$ cat src/rtl/cellrv32_npu_activation_pkg.sv
// Shared NPU activation types: function codes, widths and lane word types.
package tpu_pkg;
    localparam int ACTIVATION_BIT_WIDTH = 4;
    localparam int BYTE_WIDTH           = 8;

    typedef enum logic [ACTIVATION_BIT_WIDTH-1:0] {
        ACT_NONE    = 4'b0000,
        ACT_RELU    = 4'b0001,
        ACT_RELU6   = 4'b0010,
        ACT_SIGMOID = 4'b1001
    } act_func_e;

    typedef logic [31:0]           acc_word_t;
    typedef logic [BYTE_WIDTH-1:0] byte_t;
    // 34-bit signed intermediate, wide enough for any rounded 32-bit lane
    typedef logic signed [33:0]    res_t;
endpackage

$ cat src/rtl/cellrv32_npu_activation_if.sv
// Row-level handshake between activation control/register file and the activation stage.
interface cellrv32_npu_activation_if #(parameter int MATRIX_WIDTH = 14);
    import tpu_pkg::*;

    logic                                 enable_i;
    logic                                 valid_i;
    logic [ACTIVATION_BIT_WIDTH-1:0]      activation_func_i;
    logic                                 signed_unsigned_i;
    logic [MATRIX_WIDTH*32-1:0]           acc_data_i;
    logic [MATRIX_WIDTH*BYTE_WIDTH-1:0]   act_data_o;
    logic                                 valid_o;

    modport master (
        output enable_i, valid_i, activation_func_i, signed_unsigned_i, acc_data_i,
        input  act_data_o, valid_o
    );

    modport slave (
        input  enable_i, valid_i, activation_func_i, signed_unsigned_i, acc_data_i,
        output act_data_o, valid_o
    );
endinterface

$ cat src/rtl/cellrv32_npu_activation_lane.sv
// One lane: round + function (S2 logic) and saturate-to-byte (S3 logic), purely combinational.
// NPU_ACT_SIGMOID_EN adds the piecewise-linear sigmoid for code 1001.
module cellrv32_npu_activation_lane
    import tpu_pkg::*;
#(
    parameter int FRAC_BITS = 8
) (
    input  acc_word_t                       i_acc,
    input  logic [ACTIVATION_BIT_WIDTH-1:0] i_func,
    input  logic                            i_signed,
    output res_t                            o_res,
    input  res_t                            i_res,
    input  logic                            i_res_signed,
    output byte_t                           o_byte
);
    localparam res_t HALF = 34'sd1 <<< (FRAC_BITS - 1);

    res_t w_x;
    res_t w_rnd;

    assign w_x   = {i_signed & i_acc[31], i_signed & i_acc[31], i_acc};
    assign w_rnd = (w_x + HALF) >>> FRAC_BITS;

`ifdef NPU_ACT_SIGMOID_EN
    // Work at output scale 256 with FRAC_BITS of fraction kept, so 1 - y stays exact
    logic [47:0] w_abs;
    logic [47:0] w_num;
    res_t        w_sig;

    always_comb begin
        w_abs = {14'd0, (w_x[33] ? -w_x : w_x)};
        if (w_abs >= (48'd5 << FRAC_BITS))
            w_num = 48'd256 << FRAC_BITS;
        else if ((w_abs << 3) >= (48'd19 << FRAC_BITS))
            w_num = (w_abs << 3) + (48'd216 << FRAC_BITS);
        else if (w_abs >= (48'd1 << FRAC_BITS))
            w_num = (w_abs << 5) + (48'd160 << FRAC_BITS);
        else
            w_num = (w_abs << 6) + (48'd128 << FRAC_BITS);
        if (w_x[33])
            w_num = (48'd256 << FRAC_BITS) - w_num;
        w_sig = res_t'(i_signed ? (w_num >> (FRAC_BITS + 1)) : (w_num >> FRAC_BITS));
    end
`endif

    always_comb begin
        o_res = w_rnd;
        case (i_func)
            ACT_RELU:  if (w_rnd[33]) o_res = '0;
            ACT_RELU6: begin
                if (w_rnd[33])              o_res = '0;
                else if (w_rnd > res_t'(6)) o_res = res_t'(6);
            end
`ifdef NPU_ACT_SIGMOID_EN
            ACT_SIGMOID: o_res = w_sig;
`endif
            default:   o_res = w_rnd;
        endcase
    end

    always_comb begin
        if (i_res_signed) begin
            if (i_res > res_t'(127))       o_byte = 8'h7F;
            else if (i_res < res_t'(-128)) o_byte = 8'h80;
            else                           o_byte = i_res[7:0];
        end else begin
            if (i_res[33])                 o_byte = 8'h00;
            else if (i_res > res_t'(255))  o_byte = 8'hFF;
            else                           o_byte = i_res[7:0];
        end
    end
endmodule

$ cat src/rtl/cellrv32_npu_activation.sv
// Activation stage: 3-register pipeline (capture, round/function, saturate) over MATRIX_WIDTH lanes.
// Optional sigmoid support is selected by NPU_ACT_SIGMOID_EN in the lane module.
module cellrv32_npu_activation
    import tpu_pkg::*;
#(
    parameter int MATRIX_WIDTH = 14,
    parameter int FRAC_BITS    = 8
) (
    input logic                     clk_i,
    input logic                     rstn_i,
    cellrv32_npu_activation_if.slave bus
);
    logic [MATRIX_WIDTH-1:0][31:0]           r_s1_acc;
    logic [ACTIVATION_BIT_WIDTH-1:0]         r_s1_func;
    logic                                    r_s1_sgn;
    logic [MATRIX_WIDTH-1:0][33:0]           r_s2_res;
    logic                                    r_s2_sgn;
    logic [MATRIX_WIDTH-1:0][BYTE_WIDTH-1:0] r_act;
    logic [2:0]                              r_vld_pipe;

    logic [MATRIX_WIDTH-1:0][33:0]           w_res;
    logic [MATRIX_WIDTH-1:0][BYTE_WIDTH-1:0] w_byte;

    for (genvar g = 0; g < MATRIX_WIDTH; g++) begin : g_lane
        cellrv32_npu_activation_lane #(.FRAC_BITS(FRAC_BITS)) u_lane (
            .i_acc        (r_s1_acc[g]),
            .i_func       (r_s1_func),
            .i_signed     (r_s1_sgn),
            .o_res        (w_res[g]),
            .i_res        (r_s2_res[g]),
            .i_res_signed (r_s2_sgn),
            .o_byte       (w_byte[g])
        );
    end

    // Data is captured every enabled cycle; valid only rides alongside
    always_ff @(posedge clk_i or negedge rstn_i) begin
        if (!rstn_i) begin
            r_s1_acc   <= '0;
            r_s1_func  <= '0;
            r_s1_sgn   <= 1'b0;
            r_s2_res   <= '0;
            r_s2_sgn   <= 1'b0;
            r_act      <= '0;
            r_vld_pipe <= '0;
        end else if (bus.enable_i) begin
            r_s1_acc   <= bus.acc_data_i;
            r_s1_func  <= bus.activation_func_i;
            r_s1_sgn   <= bus.signed_unsigned_i;
            r_s2_res   <= w_res;
            r_s2_sgn   <= r_s1_sgn;
            r_act      <= w_byte;
            r_vld_pipe <= {r_vld_pipe[1:0], bus.valid_i};
        end
    end

    assign bus.act_data_o = r_act;
    assign bus.valid_o    = r_vld_pipe[2];
endmodule

$ cat src/flat_wrapper.sv
// flat-port wrapper written by rule: the top's interface ports become plain ports
module cellrv32_npu_activation_flat import tpu_pkg::*;
#(
    parameter int MATRIX_WIDTH = 14,
    parameter int FRAC_BITS    = 8
)
  (clk_i, rstn_i, bus_enable_i, bus_valid_i, bus_activation_func_i, bus_signed_unsigned_i, bus_acc_data_i, bus_act_data_o, bus_valid_o);
  cellrv32_npu_activation_if #(.MATRIX_WIDTH(MATRIX_WIDTH)) bus_i ();
  input logic clk_i;
  input logic rstn_i;
  input wire logic [$bits(bus_i.enable_i)-1:0] bus_enable_i;
  input wire logic [$bits(bus_i.valid_i)-1:0] bus_valid_i;
  input wire logic [$bits(bus_i.activation_func_i)-1:0] bus_activation_func_i;
  input wire logic [$bits(bus_i.signed_unsigned_i)-1:0] bus_signed_unsigned_i;
  input wire logic [$bits(bus_i.acc_data_i)-1:0] bus_acc_data_i;
  output wire logic [$bits(bus_i.act_data_o)-1:0] bus_act_data_o;
  output wire logic [$bits(bus_i.valid_o)-1:0] bus_valid_o;
  assign bus_i.enable_i = bus_enable_i;
  assign bus_i.valid_i = bus_valid_i;
  assign bus_i.activation_func_i = bus_activation_func_i;
  assign bus_i.signed_unsigned_i = bus_signed_unsigned_i;
  assign bus_i.acc_data_i = bus_acc_data_i;
  assign bus_act_data_o = bus_i.act_data_o;
  assign bus_valid_o = bus_i.valid_o;
  cellrv32_npu_activation #(.MATRIX_WIDTH(MATRIX_WIDTH), .FRAC_BITS(FRAC_BITS)) u_core (.clk_i(clk_i), .rstn_i(rstn_i), .bus(bus_i));
endmodule
$ cat config.mk
export PLATFORM = sky130hd
export DESIGN_NAME = cellrv32_npu_activation_flat
export DESIGN_NICKNAME = d
export VERILOG_FILES = /design/src/rtl/cellrv32_npu_activation_pkg.sv /design/src/rtl/cellrv32_npu_activation_if.sv /design/src/rtl/cellrv32_npu_activation_lane.sv /design/src/rtl/cellrv32_npu_activation.sv /design/src/flat_wrapper.sv
export SDC_FILE = /design/constraint.sdc
export NUM_CORES = 2
export LEC_CHECK = 0
export ABC_AREA = 1
export BUFFER_PORTS_ARGS = -buffer_cell sky130_fd_sc_hd__buf_2
export CAP_MARGIN = 20
export CELL_PAD_IN_SITES_DETAIL_PLACEMENT = 0
export CELL_PAD_IN_SITES_GLOBAL_PLACEMENT = 2
export CORE_MARGIN = 4
export CORE_UTILIZATION = 36
export DETAILED_ROUTE_END_ITERATION = 6
export HOLD_SLACK_MARGIN = 0.02
export PLACE_DENSITY_LB_ADDON = 0.1
export SKIP_CTS_REPAIR_TIMING = 1
export SYNTH_ARGS = -nofsm -noshare
export SYNTH_HDL_FRONTEND = slang
export SYNTH_SLANG_ARGS = --single-unit
$ cat constraint.sdc
create_clock -name clk_i -period 5.8 [get_ports clk_i]
set_input_delay 0.29 -clock clk_i [delete_from_list [all_inputs] [get_ports clk_i]]
set_output_delay 0.29 -clock clk_i [all_outputs]
set_load 0.1 [all_outputs]
After elaboration in Yosys (flattened, before gate mapping)
Cells that the tools add are included.
Storage, ports and cells
  register bits: 1045
  latch bits: 0
  RAM bits: 0
  bits in read-only memories: 0
  input bits: 457
  output and inout port bits: 113
  logic and storage cells: 258
  memories kept: 0
Cells by class
  $add $sub $neg: 14
  multiply operators: 0
  divide/modulo/power cells: 0
  magnitude comparators: 56
  equal/unequal tests: 2
  shifts and indexed selects: 0
  muxes and demuxes: 126
  bitwise logic cells: 14
  reductions and logical operators: 0
Operators with widths (number)
  two-way mux 25 bit: 42
  one-hot mux 34 bit (2 select lines): 14
  two-way mux 8 bit: 70
  adder 33 x 9 -> 34 bit, second input constant: 14
  > comparator 34 x 8 -> 1 bit, second input constant: 14
  > comparator 34 x 9 -> 1 bit, second input constant: 14
  < comparator 34 x 8 -> 1 bit, second input constant: 14
  > comparator 26 x 4 -> 1 bit, second input constant: 14
  AND 1 bit: 14
  == test 4 x 1 -> 1 bit, second input constant: 1
  == test 4 x 2 -> 1 bit, second input constant: 1

Depth between registers and ports, before layout
  depth in word-level cells: 6
  gate-level depth with buffers: 17
  gate-level depth less buffers: 17

Cells and area by module
Synthesis repeated with hierarchy kept, for this count alone.
Second synthesis, totals
  cells, all modules: 9282
  area, all modules: 62718.9 µm²
By module, submodules not included
  cellrv32_npu_activation: instances 1, cells an instance 4412, area an instance 39016.2 µm², seq. area each 26150.1 µm²
  cellrv32_npu_activation_lane at u_core.g_lane[0].u_lane ...: instances 13, cells an instance 349, area an instance 1704.1 µm², seq. area each 0.0 µm²
  cellrv32_npu_activation_lane at u_core.g_lane[9].u_lane: instances 1, cells an instance 333, area an instance 1549.0 µm², seq. area each 0.0 µm²

Worst setup path before layout
Ideal clock, no wire load.
  path kind: register to register
  start point: register u_core.r_s1_acc[391] (netlist name)
  end point: register u_core.r_s2_res[427] (netlist name)
  setup time: 0.074 ns
  arrival: 2.008 ns
  data required time: 5.726 ns
  slack: 3.718 ns
  stages on the path, launching flop included: 15
  buffers on the path: 1
  period minus slack after synthesis: 2.082 ns
  cells stage by stage: dfrtp_1 > ha_1 > nand2_1 > nor2_4 > nand2_4 > nor2_2 > nand3_1 > a21oi_1 > nand3_1 > nor2_2 > nand3_1 > nand2_2 > nand2_4 > buf_6 > o21ai_2
Between the ends
  longest elaborated chain between the ends: 5
  elaborated cells on any way between the ends: 6
  classes of those cells: add/sub: 1; order compare: 1; mux: 4
Ends and longest elaborated chain
  start, declared: line cellrv32_npu_activation.sv:13  | logic [MATRIX_WIDTH-1:0][31:0] r_s1_acc;
  start signal, assigned: line cellrv32_npu_activation.sv:47  | r_s1_acc <= bus.acc_data_i;
  adder 33 x 9 -> 34 bit (*): line cellrv32_npu_activation_lane.sv:22  | assign w_rnd = (w_x + HALF) >>> FRAC_BITS;
  > comparator 26 x 4 -> 1 bit: line cellrv32_npu_activation_lane.sv:52  | else if (w_rnd > res_t'(6)) o_res = res_t'(6);
  two-way mux 25 bit: line cellrv32_npu_activation_lane.sv:52
  two-way mux 25 bit: line cellrv32_npu_activation_lane.sv:51  | if (w_rnd[33]) o_res = '0;
  one-hot mux 34 bit (2 select lines) (*): line cellrv32_npu_activation_lane.sv:48  | case (i_func)
  end signal, assigned: line cellrv32_npu_activation.sv:50  | r_s2_res <= w_res;
  end, declared: line cellrv32_npu_activation.sv:16  | logic [MATRIX_WIDTH-1:0][33:0] r_s2_res;
Mark *: on every way between the ends. The rest lies on a longest branch, timed or not.
A chain may end at the register's enable or synchronous reset.

Worst setup path after layout
  start point: register u_core.r_s1_acc[136] (netlist name)
  end point: register u_core.r_s2_res[139] (netlist name)
The elaborated chain is that of the path after synthesis.

==> summary.md <==
| Metric | Value |
|---|---|
| Post-layout minimum cycle time | 3150 ps |
| Post-Syn Area | 48100 µm² |
| CP Data Required Time | 6410 ps |
| Max VDD drop | 241 µV |
| Drt pass-1 iters | 6 |
| Final Power | 18000 µW |
| Post-synthesis sequential area ratio | 43.5% |
| HPWL after DPL | 120000 µm |
| Leak | 0.0282 µW |
| Clock slew at reported path FFs | 60 ps |
| # DRC | 0 |
| Internal power | 11600 µW |
| Met1 GRT Util | 33.8% |
| Setup_tns | 0 ps |
| Simple-gate portion of the synthesized area | 33.9% |
| Synth warn | 0 |
| Starting Density | 36.4% |
| Root Buffer Master | clkbuf_16 |
| GRT Util Overall | 23.0% |
| Total grt overflow | 0 |
| Hold_sp | bus_enable_i |
| Critical Path Start Type | flop |
| H-tree Lvls | 3 |
| Die height | 373 µm |
| Most frequent cells in the layout | nand2_1 (2213), dfrtp_1 (833), nor2_1 (748), inv_1 (704), o21ai_0 (688) |
| R2R Setup Slk | 2650 ps |
| Placed insts | 8928 |
| Synth Flop Type | dfrtp_1 |
| Hold Vio Cnt, Final | 0 |
| Worst r2r path cells | 12 |
| Max FO, Critical Path | 23 |
| Outcome | complete, no violations |
| Synthesized-area fraction occupied by adder cells | 0.390% |
| NetSw | 6400 µW |
| Syn avg cell area | 6.95 µm² |
| Crit Reg-Reg Startpoint | u_core.r_s1_acc[136] |
| Cts bufs inserted | 103 |
| Compound-Gate Fraction of Synth Area | 11.8% |
| Clock Skew | 18.6 ps |
| CP Cell Sequence | ha_1 -> nand2_1 -> nor2_4 -> nand2_2 -> inv_2 -> nand4_1 -> o21ai_1 -> or2_1 -> nand2_1 -> inv_1 -> nand3_1 -> o21ai_0 |
| Initial drt markers | 3440 |
| Clk buf depth | 3 |
| First-pass GRT wire length | 258000 µm |
| Slew @ Worst Pin | 1010 ps |
| I/O pins | 570 |
| Combinational power share | 23.1% |
| RSZ-0062 raised after global routing | no |
| Final instance area | 59100 µm² |
| Syn Inst Count | 6919 |
| Yosys top cell by area | dfrtp_1 |
| GRT Max-Usage Layer | met2 |
| Vias in the first global route | 44100 |
| Async SR Flop Fraction | 100% |
| Area of the core | 132000 µm² |
| Routed vias/inst | 4.92 |
| Reg2reg end | u_core.r_s2_res[139] |
| Largest family of logic cells by synthesized area | simple AND/OR/NAND/NOR gates |
| Setup Viol. Count Final | 0 |
| Hold depth | 2 |
| Met3 Usage GRT | 4.07% |
| PortBufs | 471 |
| Critical Path AT | 3760 ps |
| Initial antenna violation count | 21 |
| Min-Delay Path Class | in2reg |
| Worst skew pair latency | 710 ps |
| Detail Route Antenna Nets | 0 |
| Flops & latches, synth | 835 |
| Max cap viols | 0 |
| Crit. End Element | flop |
| Worst path slowest cell | inv_1 |
| Commonest non-fill, non-tap cell in the layout | nand2_1 |
| Final Max Slew Viols | 0 |
| Part of the cycle the worst path needs | 54.3% |
| Sequential power share | 40.2% |
| Net Sw Frac | 35.5% |
| Final WL | 167000 µm |
| Largest net degree at the start of global routing | 230 |
| Layout cells sized above 1 | 9.93% |
| Gpl congestion | 0.867 |
| FILL cells | 13900 |
| Critical path class | reg2reg |
| WHS Endpoint | u_core.r_s1_acc[413] |
| CP max stage delay | 610 ps |
| Most frequent CP cell | nand2_1 |
| Met2 GRT Util | 34.7% |
| EDFF count, synth | 0 |
| CTS tree | built |
| Placed cell area | 52000 µm² |
| Final std cells w/o fill | 9491 |
| Area delta synth->final | 22.9% |
| Syn Nets | 7391 |
| Clk pwr share | 36.7% |
| Die Width | 373 µm |
| Rel. slew slack | 31.9% |
| Fmax | 318 MHz |
| Die ar. | 139000 µm² |
| Std cell rows | 133 |
| Wire per inst | 17.6 µm |
| Nets | 8110 |
| Area contributors post-synth | dfrtp_1 (43%), nand2_1 (17%), o21ai_0 (7.2%), nor2_1 (5.8%), inv_1 (5.5%) |
| Synth cell types | 46 |
| DR vias | 46700 |
| Multiplexer share of the synthesized area | 0% |
| Synth Area in XOR/XNOR | 2.64% |
| CTS Sinks | 835 |
| Yosys top cell area share | 43.5% |
| Pwr/cell area | 305 nW/µm² |
| Hold slack | 29.7 ps |
[flip-flops by register name (all words and copies together) (netlist names)]
register	cells
u_core.r_s1_acc	350
u_core.bus.act_data_o	112
u_core.r_s2_sgn	1
u_core.r_vld_pipe	3
u_core.r_s1_func	4
u_core.r_s2_res	364
u_core.r_s1_sgn	1
[power groups by stage]
stage | logic [µW] | registers (µW) | clock network, µW
2_1_floorplan | 1850 | 8110 | 0
3_3_place_gp | 3970 | 7320 | 0
3_5_place_dp | 3990 | 7320 | 0
4_1_cts | 4010 | 7230 | 6800
5_1_grt | 4620 | 7330 | 7040
6_report | 4170 | 7230 | 6610
[synthesized netlist by cell type (12+ instances only)]
cell	count
a21o_1	27
a21oi_1	229
a31oi_1	34
buf_1	22
buf_2	21
clkbuf_1	191
dfrtp_1	835
ha_1	15
inv_1	706
nand2_1	2214
nand2_2	20
nand3_1	473
nand3b_1	44
nand4_1	132
nor2_1	749
nor2_2	16
nor2_4	12
nor3_1	166
nor4_1	41
o21ai_0	688
o21ai_1	20
o21ai_2	22
o22a_1	13
o22ai_1	14
xor2_1	139
[metal layers]
| metal | wire [µm] | up-vias |
|---|---|---|
| met5 | 90 | - |
| met4 | 4100 | 14 |
| met3 | 7560 | 210 |
| met2 | 73000 | 973 |
| met1 | 82000 | 21800 |
| li1 | - | 23700 |
[critical path: cells and delay by family, from the launching register on]
| kind | cells | cell delay [ps] |
|---|---|---|
| AND/OR/NAND/NOR | 7 | 1050 |
| buffers and inverters | 2 | 730 |
| AO/OA/AOI/OAI | 2 | 560 |
| adder cells (fa/ha/maj) | 1 | 320 |
| flip-flops | 1 | 400 |
[logic make-up (layout without fill, tap and decap cells)]
logic type	Yosys count	count (layout)
other	0	15
xor gates and xnor gates	145	145
adders and majority gates	15	15
AOI/OAI and AO/OA	1067	1067
and+or+nand+nor	3892	3892
DFF	835	835
buffers and inverters	965	1767
[cell type report]
| type | instances | area, µm² | area share [%] |
|---|---|---|---|
| well taps | 1755 | 2200 | 3.72 |
| diodes | 15 | 37.5 | 0.0635 |
| clock buffers | 157 | 3070 | 5.19 |
| repair buffers | 865 | 6380 | 10.8 |
| flip-flops and latches | 835 | 20900 | 35.4 |
| multi-input cells | 5119 | 23500 | 39.7 |
| clock inverters | 31 | 358 | 0.606 |
| inverters | 714 | 2690 | 4.55 |
[per-stage QoR]
step	setup WS (ps)	util [%]
finish	2650	44.7
global route	2350	44.7
CTS	2680	42.0
detailed placement	2700	39.4
global placement	2710	39.4
floorplan	3720	-
[worst max path at each step]
stage,from,endpoint,slack [ps],depth (start not counted)
final,u_core.r_s1_acc[136],u_core.r_s2_res[139],2650,12
after floorplan,u_core.r_s1_acc[391],u_core.r_s2_res[427],3720,14
after CTS,u_core.r_s1_acc[39],u_core.r_s2_res[54],2680,12
after detailed placement,u_core.r_s1_acc[39],u_core.r_s2_res[54],2700,12
after global placement,u_core.r_s1_acc[39],u_core.r_s2_res[54],2710,12
after global routing,u_core.r_s1_acc[136],u_core.r_s2_res[139],2350,12
(Power assumes the default switching activity.)
